## src/rtl/imem_fetch_sequencer_if.sv

```systemverilog
// imem_fetch_sequencer_if: bus between the fetch sequencer, instruction memory, redirect source and decode
//   master: fetch sequencer side (drives imem_pc, instr_* toward decode, halted, fault)
//   slave : environment side (drives imem_instr, redirect_*, instr_ready)
interface imem_fetch_sequencer_if;
   logic [31:0] imem_pc;
   logic [31:0] imem_instr;
   logic        redirect_valid;
   logic [31:0] redirect_target;
   logic        instr_valid;
   logic        instr_ready;
   logic [31:0] instr_out;
   logic [31:0] instr_pc;
   logic        halted;
   logic        fault;
   modport master (
      output imem_pc, instr_valid, instr_out, instr_pc, halted, fault,
      input  imem_instr, redirect_valid, redirect_target, instr_ready
   );
   modport slave (
      input  imem_pc, instr_valid, instr_out, instr_pc, halted, fault,
      output imem_instr, redirect_valid, redirect_target, instr_ready
   );
endinterface

```

## src/rtl/imem_fetch_sequencer.sv

```systemverilog
// imem_fetch_sequencer: owns the PC, fetches words from a combinational imem into a small FIFO toward decode
//   clk, reset : clock and synchronous active-high reset
//   bus.master : imem_pc/imem_instr memory port, redirect_valid/redirect_target,
//                instr_valid/instr_ready/instr_out/instr_pc decode handshake, halted/fault status
module imem_fetch_sequencer #(
   parameter logic [31:0] RESET_PC  = 32'h0000_0000,
   parameter int          MEM_BYTES = 36,
   parameter int          QDEPTH    = 2
) (
   input logic                    clk,
   input logic                    reset,
   imem_fetch_sequencer_if.master bus
);
   localparam int PW = $clog2(QDEPTH);
   localparam int CW = PW + 1;
   typedef enum logic [1:0] {RUN, HALT, FAULT} state_e;
   state_e          state_q, state_d;
   logic [31:0]     pc_q, pc_d;
   logic [CW-1:0]   count_q, count_d;
   logic [PW-1:0]   rd_ptr_q, rd_ptr_d, wr_ptr_q, wr_ptr_d;
   logic [31:0]     word_q [QDEPTH];
   logic [31:0]     addr_q [QDEPTH];
   logic            pop, push, legal, room;
   assign bus.imem_pc     = pc_q;
   assign bus.instr_valid = count_q != '0;
   assign bus.instr_out   = word_q[rd_ptr_q];
   assign bus.instr_pc    = addr_q[rd_ptr_q];
   assign bus.halted      = state_q == HALT;
   assign bus.fault       = state_q == FAULT;
   always_comb begin
      pop      = (count_q != '0) && bus.instr_ready;
      // 33-bit sum so a PC near the top of the address space cannot wrap into range
      legal    = (pc_q[1:0] == 2'b00) && (({1'b0, pc_q} + 33'd3) < 33'(MEM_BYTES));
      // a full FIFO still accepts a push when the head leaves in the same cycle
      room     = (count_q < CW'(QDEPTH)) || pop;
      push     = 1'b0;
      state_d  = state_q;
      pc_d     = pc_q;
      if (state_q == RUN) begin
         if (!legal)
            state_d = FAULT;
         else if (room) begin
            if (bus.imem_instr == 32'h0)
               state_d = HALT;
            else begin
               push = 1'b1;
               pc_d = pc_q + 32'd4;
            end
         end
      end
      if (bus.redirect_valid) begin
         push    = 1'b0;
         pc_d    = bus.redirect_target;
         state_d = (state_q == FAULT) ? FAULT : RUN;
      end
      rd_ptr_d = bus.redirect_valid ? '0 : rd_ptr_q + PW'(pop);
      wr_ptr_d = bus.redirect_valid ? '0 : wr_ptr_q + PW'(push);
      count_d  = bus.redirect_valid ? '0 : count_q + CW'(push) - CW'(pop);
   end
   always_ff @(posedge clk) begin
      if (reset) begin
         state_q  <= RUN;
         pc_q     <= RESET_PC;
         count_q  <= '0;
         rd_ptr_q <= '0;
         wr_ptr_q <= '0;
         for (int i = 0; i < QDEPTH; i++) begin
            word_q[i] <= '0;
            addr_q[i] <= '0;
         end
      end else begin
         state_q  <= state_d;
         pc_q     <= pc_d;
         count_q  <= count_d;
         rd_ptr_q <= rd_ptr_d;
         wr_ptr_q <= wr_ptr_d;
         if (push) begin
            word_q[wr_ptr_q] <= bus.imem_instr;
            addr_q[wr_ptr_q] <= pc_q;
         end
      end
   end
endmodule

```

## src/flat_wrapper.sv

```systemverilog
// flat-port wrapper written by rule: the top's interface ports become plain ports
module imem_fetch_sequencer_flat 
#(
   parameter logic [31:0] RESET_PC  = 32'h0000_0000,
   parameter int          MEM_BYTES = 36,
   parameter int          QDEPTH    = 2
)
  (clk, reset, bus_imem_pc, bus_instr_valid, bus_instr_out, bus_instr_pc, bus_halted, bus_fault, bus_imem_instr, bus_redirect_valid, bus_redirect_target, bus_instr_ready);
  imem_fetch_sequencer_if bus_i ();
  input logic clk;
  input logic reset;
  output wire logic [$bits(bus_i.imem_pc)-1:0] bus_imem_pc;
  output wire logic [$bits(bus_i.instr_valid)-1:0] bus_instr_valid;
  output wire logic [$bits(bus_i.instr_out)-1:0] bus_instr_out;
  output wire logic [$bits(bus_i.instr_pc)-1:0] bus_instr_pc;
  output wire logic [$bits(bus_i.halted)-1:0] bus_halted;
  output wire logic [$bits(bus_i.fault)-1:0] bus_fault;
  input wire logic [$bits(bus_i.imem_instr)-1:0] bus_imem_instr;
  input wire logic [$bits(bus_i.redirect_valid)-1:0] bus_redirect_valid;
  input wire logic [$bits(bus_i.redirect_target)-1:0] bus_redirect_target;
  input wire logic [$bits(bus_i.instr_ready)-1:0] bus_instr_ready;
  assign bus_imem_pc = bus_i.imem_pc;
  assign bus_instr_valid = bus_i.instr_valid;
  assign bus_instr_out = bus_i.instr_out;
  assign bus_instr_pc = bus_i.instr_pc;
  assign bus_halted = bus_i.halted;
  assign bus_fault = bus_i.fault;
  assign bus_i.imem_instr = bus_imem_instr;
  assign bus_i.redirect_valid = bus_redirect_valid;
  assign bus_i.redirect_target = bus_redirect_target;
  assign bus_i.instr_ready = bus_instr_ready;
  imem_fetch_sequencer #(.RESET_PC(RESET_PC), .MEM_BYTES(MEM_BYTES), .QDEPTH(QDEPTH)) u_core (.clk(clk), .reset(reset), .bus(bus_i));
endmodule
```

## config.mk

```make
export PLATFORM = sky130hd
export DESIGN_NAME = imem_fetch_sequencer_flat
export DESIGN_NICKNAME = d
export VERILOG_FILES = /design/src/rtl/imem_fetch_sequencer_if.sv /design/src/rtl/imem_fetch_sequencer.sv /design/src/flat_wrapper.sv
export SDC_FILE = /design/constraint.sdc
export NUM_CORES = 1
export LEC_CHECK = 0
export BUFFER_PORTS_ARGS = -buffer_cell sky130_fd_sc_hd__buf_4
export CAP_MARGIN = 25
export CORE_MARGIN = 3
export CORE_UTILIZATION = 54
export DETAILED_ROUTE_END_ITERATION = 8
export MAX_ROUTING_LAYER = met4
export PLACE_DENSITY = 0.79
export SYNTH_ARGS = -nofsm -noshare
export SYNTH_HDL_FRONTEND = slang
export SYNTH_SLANG_ARGS = --single-unit
```

## constraint.sdc

```tcl
create_clock -name clk -period 10.8 [get_ports clk]
set_input_delay 0 -clock clk [delete_from_list [all_inputs] [get_ports clk]]
set_output_delay 0 -clock clk [all_outputs]
set_load 0.005 [all_outputs]
```

-- Word level (Yosys, flattened, before mapping)
Memories as Yosys holds them, arrays and structs flattened. A register that Yosys moved wholly into a read port is not among the register bits.
Cells that the tools add are included.
- register bits after elaboration: 38
- RAM bits: 128
- input port bits: 68
- output and inout bits: 99
- logic and storage cells: 64
- memories: 2
- memories (memory ; words ; width ; read ports ; clocked after Yosys merged registers in ; wr ports ; RTL line ; RTL):
    u_core.addr_q ; 2 ; 32 ; 1 ; 1 ; 2 ; imem_fetch_sequencer.sv:22 ; logic [31:0] addr_q [QDEPTH];
    u_core.word_q ; 2 ; 32 ; 1 ; 1 ; 2 ; imem_fetch_sequencer.sv:21 ; logic [31:0] word_q [QDEPTH];
- add/subtract/negate cells: 6
- order comparisons: 2
- equal/unequal tests: 5
- mux-type cells: 29
- reduce and logical (&&, ||, !) cells: 15
- operator list (cell ; number):
    2-to-1 mux 32 bit ; 7
    OR reduction 32 bit ; 2
    adder 32 x 2 -> 33 bit (second input constant) ; 1
    less-than comparator 33 x 6 -> 1 bit (second input constant) ; 1
    adder 32 x 3 -> 32 bit (second input constant) ; 1
    zero test 32 bit ; 1
    2-to-1 mux 1 bit ; 16
    2-to-1 mux 2 bit ; 6
    nonzero test 2 bit ; 4
    inequality test 3 bit (second input constant) ; 2
    zero test 2 bit ; 2
    AND reduction 4 bit ; 1
    AND reduction 3 bit ; 1
    adder 1 bit ; 2
    adder 2 x 1 -> 2 bit ; 1
    == test 2 x 1 -> 1 bit (second input constant) ; 1
    == test 2 bit (second input constant) ; 1
    logical AND 1 bit ; 2
    less-than comparator 2 bit (second input constant) ; 1
    inequality test 2 bit (second input constant) ; 1
    OR reduction 2 bit ; 1
    subtractor 2 x 1 -> 2 bit ; 1
    logical OR 1 bit ; 1

-- Depth between registers and ports, before layout
- depth after elaboration: 12
- depth in mapped cells: 11
- mapped depth without buffers: 8

-- Least setup slack after synthesis
Ideal clock, no wire load.
- kind: flip-flop to flip-flop
- from: register u_core.pc_q[2], in the netlist u_core.bus.imem_pc[2]
- to: memory u_core.addr_q[0][0] (enable)
- library setup time: 0.661 ns
- arrival time: 8.630 ns
- required time: 10.139 ns
- path slack: 1.510 ns
- stages on the path, launching flop included: 9
- buffers on the path: 1
- period minus slack after synthesis: 9.290 ns
- cells stage by stage: dfxtp_1 -> ha_1 -> o21ai_0 -> or4_1 -> buf_2 -> nor3_1 -> mux2i_1 -> nand4_2 -> o41ai_1
- RTL lines (what ; RTL line ; RTL):
    from (decl) ; imem_fetch_sequencer.sv:18 ; logic [31:0] pc_q, pc_d;
    from (signal assigned) ; imem_fetch_sequencer.sv:73 ; pc_q <= pc_d;
    to (decl) ; imem_fetch_sequencer.sv:22 ;

==> flow_metrics.env <==
export IMPL_stdcell_area_mm2=0.0102
export IMPL_layout_common_cells="173 x buf_4, 128 x edfxtp_1, 76 x dlygate4sd3_1"
export IMPL_final_nets=893
export IMPL_pre_cts_ws_ns=6.95
export IMPL_peakVddDrop_mv=0.102
export IMPL_grt_util_all_layers_pct=24.4
export IMPL_die_h_um=122
export IMPL_syn_area_per_cell_um2=13.9
export IMPL_initial_utilization_pct=56.5
export IMPL_clk_pin_slew_ns=0.06
export IMPL_placedCellCount=900
export IMPL_maxCapViolations=0
export IMPL_syn_area_mm2=0.00731
export IMPL_grt_pass1_wl_mm=27.2
export IMPL_drc_errors=0
export IMPL_worst_ep_required_time_ns=10.84
export IMPL_ys_warnings_count=0
export IMPL_rsz0062_at_grt="false"
export IMPL_overflow=0
export IMPL_ys_types=60
export IMPL_p_total_mw=1.43
export IMPL_timing_rr_start="u_core.bus.imem_pc[2]$_SDFFE_PP0P_"
export IMPL_min_path_cells=4
export IMPL_synthToLayoutAreaGrowth_pct=39.3
export IMPL_fmax_mhz=257
export IMPL_finish_utilization_pct=78.7
export IMPL_finalClockSkew_ns=0.00805
export IMPL_worst_hold_slack_ns=0.00829
export IMPL_grt_pass1_vias=5396
export IMPL_layout_setup_ws_ns=6.91
export IMPL_worstSetupPathType="flip-flop to flip-flop"
export IMPL_critPathLaunchType="flip-flop"
export IMPL_synth_top_area_share_pct=52.6
export IMPL_finalCritPeriodShare_pct=36.0
export IMPL_cts_tree="yes"
export IMPL_drtAntennaViolNets=0
export IMPL_worstHoldStart="bus_instr_ready"
export IMPL_dp_hpwl_mm=10.9
export IMPL_dieWidth_um=122
export IMPL_critPathArrivalTime_ns=3.93
export IMPL_drtIter0Drc=374
export IMPL_clk_latency_ns=0.42
export IMPL_port_buffers=166
export IMPL_routed_wl_mm=17.2
export IMPL_firstDrtPassIters=5
export IMPL_numCtsBuffers=17
export IMPL_final_setup_viol_count=0
export IMPL_synth_area_leaders="edfxtp_1 53%, dfxtp_1 10%, mux2_2 10%, and2_1 5.9%, a22o_1 2.6%"
export IMPL_synth_edff_count=128
export IMPL_crit_path_end_kind="flip-flop"
export IMPL_pwr_density_cell_mw_per_mm2=140
export IMPL_fin_crit_ns=3.89
export IMPL_post_cts_buffers=0
export IMPL_synth_area_leader_cell="edfxtp_1"
export IMPL_r2r_end="u_core.word_q[0][15]$_SDFFCE_PN0P_"
export IMPL_maxSlewViolCount=0
export IMPL_r2r_cells=8
export IMPL_place_gp_congestion=0.866
export IMPL_htreeDepth=4
export IMPL_die_area_mm2=0.0150
export IMPL_whs_endpoint="u_core.rd_ptr_q$_SDFF_PP0_"
export IMPL_fin_setup_tns_ns=0
export IMPL_core_area_mm2=0.0129
export IMPL_root_buffer="clkbuf_16"
export IMPL_rows=41
export IMPL_postSynthCellCount=524
export IMPL_clock_sinks=166
export IMPL_place_area_mm2=0.00888
export IMPL_path_max_fanout=64
export IMPL_grt_start_max_net_pins=65
export IMPL_hold_violations=0
export IMPL_cts_max_path_buffers=2
export IMPL_drive_gt1_share_pct=34.9
export IMPL_ys_flop_type="edfxtp_1"
export IMPL_ys_ff_latch=166
export IMPL_status="completed"
export IMPL_route_detailed_wl_per_inst_um=17.1
export IMPL_vias=5316
export IMPL_finalNonFillerCells=1009
export IMPL_via_per_inst=5.27
export IMPL_cellLeakagePower_nw=4.16
export IMPL_final_common_cell="buf_4"
export IMPL_min_path_type="input port to flip-flop"
export IMPL_slew_headroom_pct=42.4
export IMPL_synth_seq_area_share_pct=63.0
export IMPL_worstMarginPinSlew_ns=0.863
export IMPL_ios=167
export IMPL_grt_antenna_before_repair=0
export IMPL_async_flop_share_pct=0
export IMPL_reg2reg_slack_ns=6.91
## flip-flops by register name, summed over array words and instances (netlist names)
name                count
u_core.word_q          64
u_core.bus.imem_pc     32
u_core.wr_ptr_q         1
u_core.rd_ptr_q         1
u_core.addr_q          64
u_core.state_q          2
u_core.count_q          2
## final cells by class
type                       count  area, um2
clock inverter                 9       53.8
antenna                        1       2.50
sequential                   166       4610
inverter                       8       30.0
fill                         787       2750
timing repair buffer         249       2060
multi-input combinational    381       2730
tap                          172        215
clock buffer                  23        478
## worst max-delay path, stage by stage (launching register included)
cell and delay (ns):
dfxtp_1 0.49, ha_1 0.23, o21ai_0 0.10, or4_1 0.55
nor3_1 0.30, mux2i_1 0.36, nand4_2 0.33, o41ai_2 0.38
buf_4 0.71
## metal layers
layer	track usage, %	wire, um
met5	-	0
met4	8.96	359
met3	4.98	905
met2	40.5	8900
met1	29.8	7070
## synthesized netlist by cell type (2+ instances only)
cell and number:
xor2_1 2, o21ai_0 8, buf_6 6, and3_1 2
nor4_1 9, ha_1 2, nand3_1 10, a21o_1 3
and2_1 69, clkbuf_1 11, and4_2 2, edfxtp_1 128
inv_1 7, or3_1 2, and2_2 6, or2_2 5
nand2_1 9, and4_1 5, xnor2_1 4, a21oi_1 10
o21a_1 2, nor2_1 22, mux2_2 65, nor4_4 2
nand4_1 14, a211o_1 2, o31ai_1 4, nor3_1 5
buf_2 3, dfxtp_1 38, mux2i_1 9, or4_1 9
a22o_1 22
## worst max path at each step
stage                     cells after the start                                  to                          startpoint  slack (ns)
after floorplan                               8   u_core.addr_q[0][0]$_SDFFCE_PN0P_  u_core.bus.imem_pc[2]$_SDFFE_PP0P_        1.51
after global placement                        9  u_core.addr_q[1][29]$_SDFFCE_PN0P_  u_core.bus.imem_pc[3]$_SDFFE_PP0P_        7.13
after detailed placement                      9  u_core.addr_q[1][14]$_SDFFCE_PN0P_  u_core.bus.imem_pc[3]$_SDFFE_PP0P_        6.95
after CTS                                     9  u_core.word_q[1][19]$_SDFFCE_PN0P_  u_core.bus.imem_pc[3]$_SDFFE_PP0P_        6.94
after global routing                          9  u_core.word_q[1][18]$_SDFFCE_PN0P_  u_core.bus.imem_pc[2]$_SDFFE_PP0P_        6.64
final                                         8  u_core.word_q[0][15]$_SDFFCE_PN0P_  u_core.bus.imem_pc[2]$_SDFFE_PP0P_        6.91
## what timing repair did
action	in CTS	in global routing
hold buffers	76	0
hold endpoints to repair	97	0
gates resized for setup	0	0
endpoints found under the setup margin	0	0
## power breakdown
group          leakage [nW]  internal (mW)  switching (mW)  total [mW]
Clock                 0.267          0.311           0.233       0.544
Combinational          2.29         0.0809          0.0625       0.143
Sequential             1.60          0.720          0.0195       0.740
Total                  4.16           1.11           0.315        1.43
## cells by family after synthesis
family | Yosys count | share of synthesized area, %
DFF | 166 | 63.0
xor gates and xnor gates | 6 | 0.719
buffers and inverters | 32 | 2.52
adders and majority gates | 2 | 0.342
muxes | 74 | 11.3
and+or+nand+nor | 179 | 15.4
AOI/OAI and AO/OA | 64 | 6.75
other | 1 | 0.0513
Note: power is estimated with default switching activity, not from simulation.
